### src/rtl/secure_rx_monitor.sv
// Receive-side monitor for the secure status/strobe/data session handshake.
// Captures the strobed word and secure flag, and keeps sticky protocol-violation flags.
module secure_rx_monitor #(
    parameter int                DATA_W      = 32,
    parameter int                STROBE_GAP  = 5,
    parameter int                TIMEOUT     = 31,
    parameter logic [DATA_W-1:0] EXPECT_DATA = 'hFF
) (
    input  logic              clk,
    input  logic              rst,
    input  logic              status_in,
    input  logic              strobe_in,
    input  logic [DATA_W-1:0] data_in,
    input  logic              secure_in,
    output logic [DATA_W-1:0] rx_data,
    output logic              rx_secure,
    output logic              rx_valid,
    output logic              busy,
    output logic [7:0]        gap_cnt,
    output logic              err_gap,
    output logic              err_width,
    output logic              err_timeout,
    output logic              err_data
);

    // state | meaning
    // IDLE  | no session; waiting for status high
    // HOLD  | source in reset/busy; waiting for status fall
    // WAIT  | capture window open; counting cycles toward the strobe
    // CHECK | word captured; rx_valid high; strobe must already be gone
    // DONE  | session complete; any strobe here is a width error
    typedef enum logic [2:0] {
        IDLE  = 3'd0,
        HOLD  = 3'd1,
        WAIT  = 3'd2,
        CHECK = 3'd3,
        DONE  = 3'd4
    } state_t;

    localparam logic [7:0] GAP_C     = 8'(STROBE_GAP);
    localparam logic [7:0] TIMEOUT_C = 8'(TIMEOUT);

    state_t            state_q, state_d;
    logic              status_q, status_d;
    logic [7:0]        cnt_q, cnt_d;
    logic [DATA_W-1:0] rx_data_q, rx_data_d;
    logic              rx_secure_q, rx_secure_d;
    logic              rx_valid_q, rx_valid_d;
    logic              busy_q, busy_d;
    logic [7:0]        gap_cnt_q, gap_cnt_d;
    logic              err_gap_q, err_gap_d;
    logic              err_width_q, err_width_d;
    logic              err_timeout_q, err_timeout_d;
    logic              err_data_q, err_data_d;

    logic              fall;
    logic [7:0]        cnt_inc;

    assign fall    = status_q & ~status_in;
    assign cnt_inc = cnt_q + 8'd1;

    always_ff @(posedge clk) begin
        if (rst) begin
            state_q <= IDLE;
        end else begin
            state_q <= state_d;
        end
    end

    always_comb begin
        state_d = state_q;
        case (state_q)
            IDLE: begin
                if (status_in) state_d = HOLD;
            end
            HOLD: begin
                if (fall) state_d = WAIT;
            end
            WAIT: begin
                // abort beats capture, capture beats timeout
                if (status_in)                 state_d = HOLD;
                else if (strobe_in)            state_d = CHECK;
                else if (cnt_inc == TIMEOUT_C) state_d = IDLE;
            end
            CHECK: begin
                state_d = DONE;
            end
            DONE: begin
                if (status_in) state_d = HOLD;
            end
            default: begin
                state_d = IDLE;
            end
        endcase
    end

    always_comb begin
        status_d      = status_in;
        cnt_d         = cnt_q;
        rx_data_d     = rx_data_q;
        rx_secure_d   = rx_secure_q;
        rx_valid_d    = 1'b0;
        gap_cnt_d     = gap_cnt_q;
        err_gap_d     = err_gap_q;
        err_width_d   = err_width_q;
        err_timeout_d = err_timeout_q;
        err_data_d    = err_data_q;
        busy_d        = (state_d == HOLD) || (state_d == WAIT) || (state_d == CHECK);

        case (state_q)
            HOLD: begin
                if (fall) begin
                    cnt_d       = 8'd0;
                    rx_secure_d = secure_in;
                end
            end
            WAIT: begin
                cnt_d = cnt_inc;
                if (!status_in) begin
                    if (strobe_in) begin
                        rx_data_d  = data_in;
                        gap_cnt_d  = cnt_inc;
                        rx_valid_d = 1'b1;
                        err_gap_d  = err_gap_q | (cnt_inc != GAP_C);
                        err_data_d = err_data_q | (data_in != EXPECT_DATA);
                    end else if (cnt_inc == TIMEOUT_C) begin
                        err_timeout_d = 1'b1;
                    end
                end
            end
            CHECK, DONE: begin
                if (strobe_in) err_width_d = 1'b1;
            end
            default: begin
            end
        endcase
    end

    always_ff @(posedge clk) begin
        if (rst) begin
            status_q      <= 1'b0;
            cnt_q         <= 8'd0;
            rx_data_q     <= '0;
            rx_secure_q   <= 1'b0;
            rx_valid_q    <= 1'b0;
            busy_q        <= 1'b0;
            gap_cnt_q     <= 8'd0;
            err_gap_q     <= 1'b0;
            err_width_q   <= 1'b0;
            err_timeout_q <= 1'b0;
            err_data_q    <= 1'b0;
        end else begin
            status_q      <= status_d;
            cnt_q         <= cnt_d;
            rx_data_q     <= rx_data_d;
            rx_secure_q   <= rx_secure_d;
            rx_valid_q    <= rx_valid_d;
            busy_q        <= busy_d;
            gap_cnt_q     <= gap_cnt_d;
            err_gap_q     <= err_gap_d;
            err_width_q   <= err_width_d;
            err_timeout_q <= err_timeout_d;
            err_data_q    <= err_data_d;
        end
    end

    assign rx_data     = rx_data_q;
    assign rx_secure   = rx_secure_q;
    assign rx_valid    = rx_valid_q;
    assign busy        = busy_q;
    assign gap_cnt     = gap_cnt_q;
    assign err_gap     = err_gap_q;
    assign err_width   = err_width_q;
    assign err_timeout = err_timeout_q;
    assign err_data    = err_data_q;

endmodule

### config.mk
export PLATFORM = sky130hd
export DESIGN_NAME = secure_rx_monitor
export DESIGN_NICKNAME = d
export VERILOG_FILES = /design/src/rtl/secure_rx_monitor.sv
export SDC_FILE = /design/constraint.sdc
export NUM_CORES = 1
export LEC_CHECK = 0
export ABC_AREA = 1
export BUFFER_PORTS_ARGS = -buffer_cell sky130_fd_sc_hd__buf_2
export CORE_UTILIZATION = 45
export CTS_CLUSTER_SIZE = 12
export DETAILED_ROUTE_END_ITERATION = 6
export HOLD_SLACK_MARGIN = 0.1
export PLACE_DENSITY = 0.73
export SETUP_SLACK_MARGIN = 0.4
export SLEW_MARGIN = 40
export SYNTH_ARGS = -nofsm -noshare
export SYNTH_HDL_FRONTEND = slang
export SYNTH_SLANG_ARGS = --single-unit
### constraint.sdc
create_clock -name clk -period 1.99 [get_ports clk]
set_input_delay 0.199 -clock clk [delete_from_list [all_inputs] [get_ports clk]]
set_output_delay 0.199 -clock clk [all_outputs]
set_load 0.01 [all_outputs]
==> results.txt <==
----------------------------------------------------
[Status]
  Outcome ... finished clean

[Global route]
  Total GRT Usage ... 21.1%
  Initial antenna violation count ... 0
  Pin count of the biggest net entering global routing ... 35
  Via count of the first global-routing pass ... 2091
  Met1 Resource Use GR ... 24.6%
  Most crowded layer after global routing ... met2
  Met3 layer usage reported by global route ... 6.61%
  Met2 Usage GRT ... 35.1%
  Grt total ovfl ... 0
  First-pass GRT wire length ... 8880 µm

[Die]
  # rows ... 26
  Standard cell core area ... 5140 µm²
  Width of the die ... 75.4 µm
  Die footprint ... 5690 µm²
  I/O pin count ... 84
  Initial Util ... 47.2%
  Chip Height ... 75.4 µm

[Setup path]
  Critical path, cell by cell ... ha_4 -> inv_1 -> nand2_1 -> nand2_2 -> nor2_2 -> nand2_2 -> nor2_4 -> nand2_2 -> nand2_1 -> nand2_1 -> nand2_1 -> nand2_1 -> nand2_2 -> nand2_2
  Data required time of the critical path ... 2210 ps
  Peak fanout along the critical path ... 6
  Arrival time worst endpoint ... 1730 ps
  Bufs and invs on worst path ... 1
  Type of element capturing the critical path ... register
  Cell family with the largest share of critical-path delay ... simple AND/OR/NAND/NOR gates
  Critical setup path kind ... register to register
  Highest cell delay on the worst timing path ... 400 ps
  Critical path's slowest cell ... sky130_fd_sc_hd__dfxtp_4
  Critical path launch point type ... register

[Yosys]
  Fraction of the yosys area taken by sequential cells ... 48.7%
  Number of distinct standard cells referenced by the synthesized netlist ... 27
  Total of warnings raised by yosys ... 0
  Per-instance average area after synthesis ... 7.51 µm²
  Synth Register Bits ... 59
  Total nets after synthesis ... 363
  Mapped Cells ... 323
  Netlist Area Pre-Place ... 2430 µm²

[STA]
  Final Max Tran Viols ... 0
  Tightest Pin Transition ... 315 ps
  Final number of hold-violating endpoints ... 0
  Number of setup violations in the final report ... 0
  Portion of the clock cycle consumed by the worst path in the final layout ... 75.9%
  Setup Skew ... 7.37 ps
  Relative slew slack ... 78.9%
  Post-Route Setup TNS ... 0 ps
  Unrepaired setup endpoints after global routing ... yes
  Fmax achieved ... 0.662 GHz
  Shortest period the worst path allows ... 1510 ps

[Pwr]
  Worst IR drop on VDD ... 0.000378 V
  Total power density per cell area ... 696 nW/µm²
  Overall Power ... 2.18 mW
  Pleak ... 1.39 nW

[Cells and area]
  Area added between synthesis and finish ... 28.8%
  Utilization of the core after routing ... 60.8%
  Top library cells by usage in the layout, fill and taps aside ... sky130_fd_sc_hd__buf_2 (83), sky130_fd_sc_hd__nor2_1 (70), sky130_fd_sc_hd__dfxtp_1 (54)
  Ratio of cells with drive above 1 in the final layout ... 33.0%
  Most common cell after layout, fill and taps aside ... sky130_fd_sc_hd__buf_2
  Antenna diodes ... 0
  Number of nets at the end of the flow ... 452

[Min path]
  Hold crit path type ... input port to register

[Drt]
  DR iter-0 viols ... 116
  Avg WL per Cell ... 11.7 µm
  Iteration count of the initial detailed-routing pass ... 4
  Number of vias per cell after detailed routing ... 4.90
  Number of vias in the routed layout ... 2377
  Remaining routing DRC violations ... 0
  DRT antenna net count ... 0
  Total wire length after detailed routing ... 5670 µm

[CTS]
  Maximum number of buffers from clock root to sink ... 2
  CTS buffer count ... 9
  Clock root buffer ... sky130_fd_sc_hd__clkbuf_8
  # H-tree levels ... 3
  Clk sinks ... 59
  Latest clock arrival within the worst-skew pair ... 330 ps
  CTS tree ... built
  Clock transition at the registers of the reported paths ... 60 ps

[Placed design]
  Count of buffers inserted at the top-level ports ... 83
  GP Congestion ... 0.847
  Detailed Place HPWL ... 4080 µm

[Flow run]
  Max-Cap Viols ... 0

----------------------------------------------------
## through the flow
| step | instance area, µm² | std cells | hold slack (ps) | worst slack [ps] |
|---|---|---|---|---|
| 2_1_floorplan | 2430 | 323 | 268 | 438 |
| 3_3_place_gp | 2920 | 469 | 436 | 337 |
| 3_5_place_dp | 2920 | 469 | 439 | 272 |
| 4_1_cts | 3100 | 483 | 119 | 449 |
| 5_1_grt | 3130 | 485 | 133 | 348 |
| 6_report | 3130 | 485 | 130 | 479 |
## routing by layer
layer | wire length (µm) | share of wire, %
met3 | 374 | 6.6
met1 | 2620 | 46
met2 | 2570 | 45
met5 | 0 | 0
met4 | 110 | 1.9
## cell families after synthesis
logic type / after synthesis / synth area share [%]
AOI/OAI and AO/OA: 58 / 12.1
xor gates and xnor gates: 1 / 0.361
adders and majority gates: 3 / 1.55
buffers and inverters: 38 / 6.55
DFF: 59 / 48.7
and+or+nand+nor: 164 / 30.8
## report_power, final
| group | internal [mW] | switching, mW |
|---|---|---|
| Combinational | 0.0538 | 0.0731 |
| Clock | 0.428 | 0.423 |
| Sequential | 1.19 | 0.00944 |
| Total | 1.67 | 0.505 |
## worst register-to-register path, cell delays in order, from the launching register on
cell	delay [ps]
sky130_fd_sc_hd__dfxtp_4	400
sky130_fd_sc_hd__ha_4	170
sky130_fd_sc_hd__inv_1	40
sky130_fd_sc_hd__nand2_1	70
sky130_fd_sc_hd__nand2_2	80
sky130_fd_sc_hd__nor2_2	110
sky130_fd_sc_hd__nand2_2	70
sky130_fd_sc_hd__nor2_4	90
sky130_fd_sc_hd__nand2_2	60
sky130_fd_sc_hd__nand2_1	50
sky130_fd_sc_hd__nand2_1	50
sky130_fd_sc_hd__nand2_1	60
sky130_fd_sc_hd__nand2_1	60
sky130_fd_sc_hd__nand2_2	70
sky130_fd_sc_hd__nand2_2	50
## cell usage after synthesis
master / count / share of area, %
sky130_fd_sc_hd__buf_2: 4 / 0.82
sky130_fd_sc_hd__nor2_2: 3 / 0.77
sky130_fd_sc_hd__nand4_1: 5 / 1.3
sky130_fd_sc_hd__nand2_1: 45 / 7.0
sky130_fd_sc_hd__nor3b_1: 1 / 0.31
sky130_fd_sc_hd__inv_1: 21 / 3.2
sky130_fd_sc_hd__xor2_1: 1 / 0.36
sky130_fd_sc_hd__nand3_1: 13 / 2.7
sky130_fd_sc_hd__a21oi_1: 14 / 2.9
sky130_fd_sc_hd__o21ai_2: 1 / 0.36
sky130_fd_sc_hd__nand3b_1: 1 / 0.31
sky130_fd_sc_hd__o21ai_0: 37 / 7.6
sky130_fd_sc_hd__nand2_2: 10 / 2.6
sky130_fd_sc_hd__nor3_1: 3 / 0.62
sky130_fd_sc_hd__nand3_2: 1 / 0.41
sky130_fd_sc_hd__dfxtp_1: 59 / 49
sky130_fd_sc_hd__inv_2: 3 / 0.46
sky130_fd_sc_hd__nor3_4: 1 / 0.67
sky130_fd_sc_hd__clkbuf_1: 6 / 0.93
sky130_fd_sc_hd__or2_2: 2 / 0.52
sky130_fd_sc_hd__ha_1: 3 / 1.5
sky130_fd_sc_hd__nor2_4: 3 / 1.4
sky130_fd_sc_hd__nor2_1: 71 / 11
sky130_fd_sc_hd__buf_4: 3 / 0.93
sky130_fd_sc_hd__o21ai_1: 6 / 1.2
sky130_fd_sc_hd__nor4_1: 5 / 1.3
sky130_fd_sc_hd__clkinv_1: 1 / 0.15
## final timing paths
path	startpoint	to	slack [ps]	depth (start not counted)
max	cnt_q[1]	busy	480	14
min	data_in[21]	rx_data[21]	130	3
max reg2reg	cnt_q[1]	busy	480	14
min reg2reg	rx_secure	rx_secure	440	2
## area by class of cell
cell class	count	area [µm²]
clock buffers	10	128
clock inverters	4	20.0
fillers	535	2010
inverters	25	93.8
multi-input cells	226	1120
flip-flops and latches	59	1190
well taps	70	87.6
repair buffers	91	488
## flip-flops by register name, summed over array words and instances (netlist names)
| register | count |
|---|---|
| rx_data | 32 |
| cnt_q | 8 |
| gap_cnt | 8 |
| state_q | 3 |
| busy | 1 |
| err_data | 1 |
| err_gap | 1 |
| err_timeout | 1 |
| err_width | 1 |
| rx_secure | 1 |
| rx_valid | 1 |
| status_q | 1 |
## timing repair
item	CTS	global route
endpoints found under the setup margin	5	3
hold buffers	0	0
gates resized for setup	7	6
endpoints found under the hold margin	0	0
buffers inserted	0	2
pin swaps	0	10
(Power assumes the default switching activity.)
